==> src/rtl/mix_columns_iter_if.sv <==
// Handshake/data bundle between the substitution/shift stage, the mix stage and AddRoundKey.
// slave = the mix stage itself; master = whatever drives it (upstream producer plus downstream ready).
interface mix_columns_iter_if;
  logic         in_valid;
  logic         in_ready;
  logic [127:0] state_in;
  logic         enc_dec;
  logic         last_round;
  logic         out_valid;
  logic         out_ready;
  logic [127:0] state_out;
  logic         busy;

  modport slave (
    input  in_valid, state_in, enc_dec, last_round, out_ready,
    output in_ready, out_valid, state_out, busy
  );

  modport master (
    output in_valid, state_in, enc_dec, last_round, out_ready,
    input  in_ready, out_valid, state_out, busy
  );
endinterface

==> src/rtl/mix_columns_iter.sv <==
// Iterative MixColumns/InvMixColumns: one 32-bit column per clock, fixed 4-cycle latency in all modes.
// Accepts only in IDLE; the result is held in DONE until out_ready, so backpressure stalls indefinitely.
module mix_columns_iter (
  input  logic               clk,
  input  logic               rst_n,
  mix_columns_iter_if.slave  bus
);

  typedef enum logic [1:0] {S_IDLE, S_CALC, S_DONE} state_t;

  state_t       r_state;
  state_t       w_state_nxt;
  logic [1:0]   r_col;
  logic [127:0] r_work;
  logic         r_enc;
  logic         r_last;
  logic [31:0]  w_col_cur;
  logic [31:0]  w_col_mix;
  logic [31:0]  w_col_new;

  function automatic logic [7:0] f_xtime(input logic [7:0] b);
    return {b[6:0], 1'b0} ^ (b[7] ? 8'h1B : 8'h00);
  endfunction

  function automatic logic [31:0] f_mix(input logic [31:0] a, input logic enc);
    logic [7:0] b  [4];
    logic [7:0] x2 [4];
    logic [7:0] x4 [4];
    logic [7:0] x8 [4];
    logic [7:0] m2, m3, m9, mb, md, me;
    logic [31:0] r;
    r = '0;
    for (int i = 0; i < 4; i++) begin
      b[i]  = a[31-8*i -: 8];
      x2[i] = f_xtime(b[i]);
      x4[i] = f_xtime(x2[i]);
      x8[i] = f_xtime(x4[i]);
    end
    for (int i = 0; i < 4; i++) begin
      m2 = x2[i];
      m3 = x2[(i+1)%4] ^ b[(i+1)%4];
      me = x8[i] ^ x4[i] ^ x2[i];
      mb = x8[(i+1)%4] ^ x2[(i+1)%4] ^ b[(i+1)%4];
      md = x8[(i+2)%4] ^ x4[(i+2)%4] ^ b[(i+2)%4];
      m9 = x8[(i+3)%4] ^ b[(i+3)%4];
      if (enc)
        r[31-8*i -: 8] = m2 ^ m3 ^ b[(i+2)%4] ^ b[(i+3)%4];
      else
        r[31-8*i -: 8] = me ^ mb ^ md ^ m9;
    end
    return r;
  endfunction

  always_comb begin
    w_col_cur = '0;
    case (r_col)
      2'd0:    w_col_cur = r_work[127:96];
      2'd1:    w_col_cur = r_work[95:64];
      2'd2:    w_col_cur = r_work[63:32];
      default: w_col_cur = r_work[31:0];
    endcase
  end

  assign w_col_mix = f_mix(w_col_cur, r_enc);
  // Bypass still walks every column so latency does not depend on the mode.
  assign w_col_new = r_last ? w_col_cur : w_col_mix;

  always_ff @(posedge clk or negedge rst_n) begin
    if (!rst_n) r_state <= S_IDLE;
    else        r_state <= w_state_nxt;
  end

  always_comb begin
    w_state_nxt = r_state;
    case (r_state)
      S_IDLE:  if (bus.in_valid)      w_state_nxt = S_CALC;
      S_CALC:  if (r_col == 2'd3)     w_state_nxt = S_DONE;
      S_DONE:  if (bus.out_ready)     w_state_nxt = S_IDLE;
      default:                        w_state_nxt = S_IDLE;
    endcase
  end

  always_ff @(posedge clk or negedge rst_n) begin
    if (!rst_n) begin
      r_work <= '0;
      r_col  <= '0;
      r_enc  <= 1'b0;
      r_last <= 1'b0;
    end else begin
      case (r_state)
        S_IDLE: begin
          if (bus.in_valid) begin
            r_work <= bus.state_in;
            r_enc  <= bus.enc_dec;
            r_last <= bus.last_round;
            r_col  <= '0;
          end
        end
        S_CALC: begin
          case (r_col)
            2'd0:    r_work[127:96] <= w_col_new;
            2'd1:    r_work[95:64]  <= w_col_new;
            2'd2:    r_work[63:32]  <= w_col_new;
            default: r_work[31:0]   <= w_col_new;
          endcase
          r_col <= r_col + 2'd1;
        end
        default: ;
      endcase
    end
  end

  assign bus.in_ready  = (r_state == S_IDLE);
  assign bus.out_valid = (r_state == S_DONE);
  assign bus.busy      = (r_state != S_IDLE);
  assign bus.state_out = r_work;

endmodule

==> src/flat_wrapper.sv <==
// flat-port wrapper written by rule: the top's interface ports become plain ports
module mix_columns_iter_flat 
  (clk, rst_n, bus_in_valid, bus_state_in, bus_enc_dec, bus_last_round, bus_out_ready, bus_in_ready, bus_out_valid, bus_state_out, bus_busy);
  mix_columns_iter_if bus_i ();
  input  logic clk;
  input  logic rst_n;
  input wire logic [$bits(bus_i.in_valid)-1:0] bus_in_valid;
  input wire logic [$bits(bus_i.state_in)-1:0] bus_state_in;
  input wire logic [$bits(bus_i.enc_dec)-1:0] bus_enc_dec;
  input wire logic [$bits(bus_i.last_round)-1:0] bus_last_round;
  input wire logic [$bits(bus_i.out_ready)-1:0] bus_out_ready;
  output wire logic [$bits(bus_i.in_ready)-1:0] bus_in_ready;
  output wire logic [$bits(bus_i.out_valid)-1:0] bus_out_valid;
  output wire logic [$bits(bus_i.state_out)-1:0] bus_state_out;
  output wire logic [$bits(bus_i.busy)-1:0] bus_busy;
  assign bus_i.in_valid = bus_in_valid;
  assign bus_i.state_in = bus_state_in;
  assign bus_i.enc_dec = bus_enc_dec;
  assign bus_i.last_round = bus_last_round;
  assign bus_i.out_ready = bus_out_ready;
  assign bus_in_ready = bus_i.in_ready;
  assign bus_out_valid = bus_i.out_valid;
  assign bus_state_out = bus_i.state_out;
  assign bus_busy = bus_i.busy;
  mix_columns_iter u_core (.clk(clk), .rst_n(rst_n), .bus(bus_i));
endmodule
==> config.mk <==
export PLATFORM = sky130hd
export DESIGN_NAME = mix_columns_iter_flat
export DESIGN_NICKNAME = d
export VERILOG_FILES = /design/src/rtl/mix_columns_iter_if.sv /design/src/rtl/mix_columns_iter.sv /design/src/flat_wrapper.sv
export SDC_FILE = /design/constraint.sdc
export NUM_CORES = 1
export LEC_CHECK = 0
export BUFFER_PORTS_ARGS = -buffer_cell sky130_fd_sc_hd__buf_4
export CORE_MARGIN = 2
export CORE_UTILIZATION = 59
export DETAILED_ROUTE_END_ITERATION = 10
export PLACE_DENSITY = 0.87
export SYNTH_ARGS = -nofsm -noshare
export SYNTH_HDL_FRONTEND = slang
export SYNTH_SLANG_ARGS = --single-unit
export TNS_END_PERCENT = 1
==> constraint.sdc <==
create_clock -name clk -period 7.9 [get_ports clk]
set_input_delay 0.79 -clock clk [delete_from_list [all_inputs] [get_ports clk]]
set_output_delay 0.79 -clock clk [all_outputs]
set_load 0.02 [all_outputs]
-- After elaboration in Yosys (flattened, before gate mapping)
Cells that the tools add are included.
- $add $sub $neg: 1
- mux-type cells: 30
- reductions and logical operators: 12
- bitwise logic cells: 64
- equality and inequality tests: 12
- operator list (kind ; count):
    8-bit bitwise XOR ; 64
    128-bit case mux with 2 select lines ; 1
    32-bit two-way mux ; 5
    128-bit two-way mux ; 1
    32-bit case mux with 3 select lines ; 1
    5-bit two-way mux ; 12
    8-bit two-way mux ; 4
    3-bit AND reduction ; 5
    2-bit inequality test, second input constant ; 6
    2-bit two-way mux ; 4
    2-bit equality test, second input constant ; 3
    2-bit case mux with 3 select lines ; 1
    2-bit by 1-bit equality test with 1-bit output, second input constant ; 2
    2-bit zero test ; 2
    2-bit case mux with 2 select lines ; 1
    2-bit AND reduction ; 2
    2-bit nonzero test ; 2
    3-bit OR reduction ; 1
    2-bit by 1-bit adder with 2-bit output, second input constant ; 1
    2-bit by 1-bit inequality test with 1-bit output, second input constant ; 1
- register bits: 134
- logic and storage cells: 127
- output and inout port bits: 131

-- Depth between registers and ports, before layout
- word-level depth: 17
- mapped depth: 15
- mapped depth without buffers: 11

-- Worst setup path after synthesis
No wires, ideal clock.
- path kind: reg2reg
- from: register u_core.r_col[0]
- to: register u_core.r_work[122] (netlist: u_core.bus.state_out[122])
- clock period less this slack: 3.646 ns
- path slack: 4.254 ns
- cell stages (with the launch flop): 13
- path buffers: 1
- arrival: 3.510 ns
- library setup time: 0.137 ns
- data required time: 7.763 ns
- cells stage by stage: dfrtp_1 > inv_1 > ha_1 > buf_2 > a222oi_1 > xor2_1 > a21oi_1 > xnor3_1 > xor3_1 > o21ai_0 > xnor2_1 > a22oi_1 > a21oi_1
- longest elaborated chain between the ends: 15
- elaborated cells on any way between the ends: 44
- classes of those cells: eq/ne: 3; mux: 13; bitwise: 26; reduce/logical: 2
- RTL lines (element ; line ; text):
    from (decl) ; mix_columns_iter.sv:13 ; logic [1:0] r_col;
    from (signal assigned) ; mix_columns_iter.sv:106 ; r_col <= r_col + 2'd1;
    2-bit equality test, or another cell as far along ; mix_columns_iter.sv:56 ; case (r_col)
    32-bit case mux with 3 select lines ; mix_columns_iter.sv:56 ;
    5-bit two-way mux / 8-bit bitwise XOR (equally long branches) ; mix_columns_iter.sv:22 ; return {b[6:0], 1'b0} ^ (b[7] ? 8'h1B : 8'h00);
    8-bit bitwise XOR / 5-bit two-way mux (equally long branches) ; mix_columns_iter.sv:22 ;
    8-bit bitwise XOR (2 in a row) ; mix_columns_iter.sv:22 ;
    8-bit bitwise XOR (on tied branches) (2 in a row) ; mix_columns_iter.sv:42, mix_columns_iter.sv:43 ;
    8-bit bitwise XOR (3 in a row) ; mix_columns_iter.sv:49 ; r[31-8*i -: 8] = me ^ mb ^ md ^ m9;
    8-bit two-way mux ; mix_columns_iter.sv:46 ; if (enc)
    32-bit two-way mux ; mix_columns_iter.sv:66 ; assign w_col_new = r_last ? w_col_cur : w_col_mix;
    32-bit two-way mux ; mix_columns_iter.sv:100 ; case (r_col)
    128-bit case mux with 2 select lines ; mix_columns_iter.sv:90 ; case (r_state)
    to (signal assigned) ; mix_columns_iter.sv:93 ; r_work <= bus.state_in;
    to (signal assigned) ; mix_columns_iter.sv:101 ; 2'd0: r_work[127:96] <= w_col_new;
    to (decl) ; mix_columns_iter.sv:14 ; logic [127:0] r_work;
Parallel ways exist; a longest one is shown, timed or not. The select of a mux whose other input is x is not followed.
A chain may end at the register's enable or synchronous reset.

-- Worst setup path in the final report
- from: register u_core.r_col[0]
- to: register u_core.r_work[54] (netlist: u_core.bus.state_out[54])
- longest elaborated chain between the ends: 15
- elaborated cells on any way between the ends: 40
- classes of those cells: eq/ne: 3; mux: 9; bitwise: 26; reduce/logical: 2
- RTL lines (element ; line ; text):
    2-bit equality test, or another cell as far along ; mix_columns_iter.sv:56, mix_columns_iter.sv:100 ;
    32-bit case mux with 3 select lines ; mix_columns_iter.sv:56 ;
    5-bit two-way mux ; mix_columns_iter.sv:22 ;
    8-bit bitwise XOR (3 in a row) ; mix_columns_iter.sv:22 ;
    8-bit bitwise XOR (on tied branches) (2 in a row) ; mix_columns_iter.sv:42, mix_columns_iter.sv:43 ;
    8-bit bitwise XOR (3 in a row) ; mix_columns_iter.sv:49 ;
    8-bit two-way mux ; mix_columns_iter.sv:46 ;
    32-bit two-way mux ; mix_columns_iter.sv:66 ;
    32-bit two-way mux ; mix_columns_iter.sv:100 ;
    128-bit case mux with 2 select lines ; mix_columns_iter.sv:90 ;
    to (signal assigned) ; mix_columns_iter.sv:93 ;
    to (signal assigned) ; mix_columns_iter.sv:103 ; 2'd2: r_work[63:32] <= w_col_new;
Parallel ways exist; a longest one is shown, timed or not. The select of a mux whose other input is x is not followed.

==> results.md <==
- CP max stage delay: 830 ps
- Area contributors post-synth: dfrtp_1 (31%), xnor2_1 (19%), xor2_1 (6.3%), a21oi_1 (5.6%), o21ai_0 (5.3%)
- GRT Util Overall: 47.7%
- Post-synth EDFFs: 0
- Netlist cell types: 53
- Crit path launch: u_core.r_col[0]$_DFFE_PN0P_
- Gr ovfl total: 0
- CTS Sinks: 134
- Fin. Hold Viols: 0
- Synthesized instance count: 1289
- Asr flop ratio synth: 100%
- Share of the synthesized area in the top cell type: 31.1%
- CP cell instances: inv_1 > ha_1 > buf_4 > a222oi_1 > xor2_1 > a21oi_1 > xor2_1 > xnor2_1 > xnor2_1 > nor2_1 > a221oi_1 > a31oi_1
- Worst slew pin tran: 1260 ps
- Die width: 139 µm
- Syn Area/Cell: 8.35 µm²
- Post-synthesis register bit count: 134
- Chip Height: 139 µm
- FF-to-FF Start: u_core.r_col[0]$_DFFE_PN0P_
- Initial core utilization: 59.9%
- Fillers: 1288
- Synth-to-layout area growth: 26.4%
- Port Buffer Count: 264
- Status: finished with violations
- Inserted Clock Buffers: 17
- H-Tree Level Count: 4
- # Post-CTS Setup Buffers: 0
- Clk slew on worst S/H paths: 70 ps
- Critical path data arrival time: 5070 ps
- Crit Path Max Fanout: 27
- Largest net degree at the start of global routing: 80
- CP Class: reg2reg
- Post-Syn Nets: 1427
- Synth area leader: dfrtp_1
- Post-DR wirelength/cell: 27.0 µm
- Share of cells above drive strength 1: 23.4%
- Clk buf depth: 2
- Final GP Congestion: 1.06
- Final setup violation count: 0
- Kind of cell adding the most delay to the critical path: compound AO/OA/AOI/OAI gates
- Vias in the first global route: 11400
- Max_cap viols: 0
- Critical Path Slowest Stage Cell: a221oi_1
- Nets: 1654
- First-pass GRT wire length: 69800 µm
- Latest clock arrival within the worst-skew pair: 440 ps
- RSZ-0062 raised after global routing: no
- Initial DRC Count: 2051
- Hold WC Path Type: in2async
- DR pass1 iterations: 11
- CP Data Required Time: 8140 ps
- DIE AREA: 0.0193 mm²
- Core Footprint: 0.0180 mm²
- Kind of end point of the critical path: flip-flop
- Dpl hpwl: 34000 µm
- TNS Setup: 0 ps
- Post-CTS sizing: 0
- Initial antenna violation count: 0
- # diodes: 0
- CP Buf/Inv Count: 2
- Ys Warns: 0
- DRC Markers: 7
- Max Slew Vio Count: 0
- Post-DRT Antenna Nets: 0
- Fmax: 207 MHz
- Via count: 11900
- CP startpoint kind: flip-flop
- Final Critical Period: 4830 ps
- Synth Flop Type: dfrtp_1
- CTS tree: done
- Seq/Total Area, Yosys: 31.1%
- Mapped cell area: 0.0108 mm²
- Tcrit/Tclk final: 61.1%
- Root buffer cell: clkbuf_16
- Vias per Instance: 6.76
- Cts hold-fix bufs: 0
- # rows: 49
- Routed wire length: 47400 µm
- Violated checks: DRC
- Setup Skew: 15.4 ps
- Rel. slew slack: 16.0%
- I/O pin count: 265
layout by cell type (no fill, tap or decap), types with 32 or more instances in the layout:
| cell | instances |
|---|---|
| buf_4 | 307 |
| xnor2_1 | 228 |
| xor2_1 | 77 |
| o21ai_0 | 114 |
| a21oi_1 | 116 |
| a222oi_1 | 32 |
| nand2_1 | 133 |
| a31oi_1 | 34 |
| nor2_1 | 118 |
| dfrtp_1 | 134 |
sequential cells by signal (all words and copies together), names as in the netlist:
signal	count
u_core.bus.state_out	128
u_core.r_col	2
u_core.r_last	1
u_core.r_state	2
u_core.r_enc	1
cells by family after synthesis:
group                    after synthesis  synth area share [%]
flip-flops                           134                  31.1
XOR/XNOR                             320                  28.0
buffers and inverters                121                  4.39
multiplexers                          27                  2.59
adder cells (fa/ha/maj)                4                 0.465
AND/OR/NAND/NOR                      298                  11.4
AO/OA/AOI/OAI                        385                  22.0
stage by stage:
stage	utilization [%]	instances	hold WS [ps]	area [µm²]	worst slack [ps]
after floorplan	-	1289	494	10800	4250
after global placement	72.4	1725	490	13000	3200
final	75.8	1758	427	13600	3070
after detailed placement	72.5	1726	502	13000	3430
after CTS	75.8	1758	454	13600	3340
after global routing	75.8	1758	484	13600	2920
Yosys cell counts (9+ instances only):
master,number
dfrtp_1,134
xor2_1,77
xnor3_1,13
o31ai_1,22
clkbuf_1,83
o22ai_1,9
or3_1,14
o21ai_0,114
mux2i_1,22
nor2b_1,11
xnor2_1,228
a31oi_1,34
nor2_1,118
nand2_1,133
a222oi_1,32
inv_1,20
a21oi_1,120
buf_1,9
final cells by class:
class / instances / area, µm² / share of cell area (%)
clock inverters: 14 / 165 / 1.21
repair buffers: 308 / 2320 / 17.1
flip-flops and latches: 134 / 3350 / 24.6
clock buffers: 18 / 429 / 3.15
multi-input cells: 1034 / 6970 / 51.2
inverters: 21 / 80.1 / 0.588
well taps: 229 / 287 / 2.11
path summary, 6_finish.rpt:
path | to | slack, ps | cells past startpoint
max in group asynchronous | u_core.bus.state_out[118]$_DFFE_PN0P_ | 5950 | 2
max | u_core.bus.state_out[54]$_DFFE_PN0P_ | 3070 | 12
min | u_core.bus.state_out[61]$_DFFE_PN0P_ | 430 | 1
min in group clk | u_core.bus.state_out[48]$_DFFE_PN0P_ | 520 | 2
max reg2reg | u_core.bus.state_out[54]$_DFFE_PN0P_ | 3070 | 12
min reg2reg | u_core.bus.state_out[48]$_DFFE_PN0P_ | 520 | 2
per-layer routing:
layer | part of all wire [%] | routed length (µm) | track usage [%] | up-vias
met2 | 44 | 20600 | 71.9 | 1180
li1 | - | - | - | 4929
met1 | 35 | 16600 | 60.3 | 5498
met3 | 15 | 6910 | 16.2 | 280
met4 | 6.9 | 3260 | 26.4 | 0
met5 | 0 | 0 | 0.752 | -
Power is left out: the tool's default activity adds up to more than one toggle a clock period on the data nets, which glitch-free logic cannot reach.
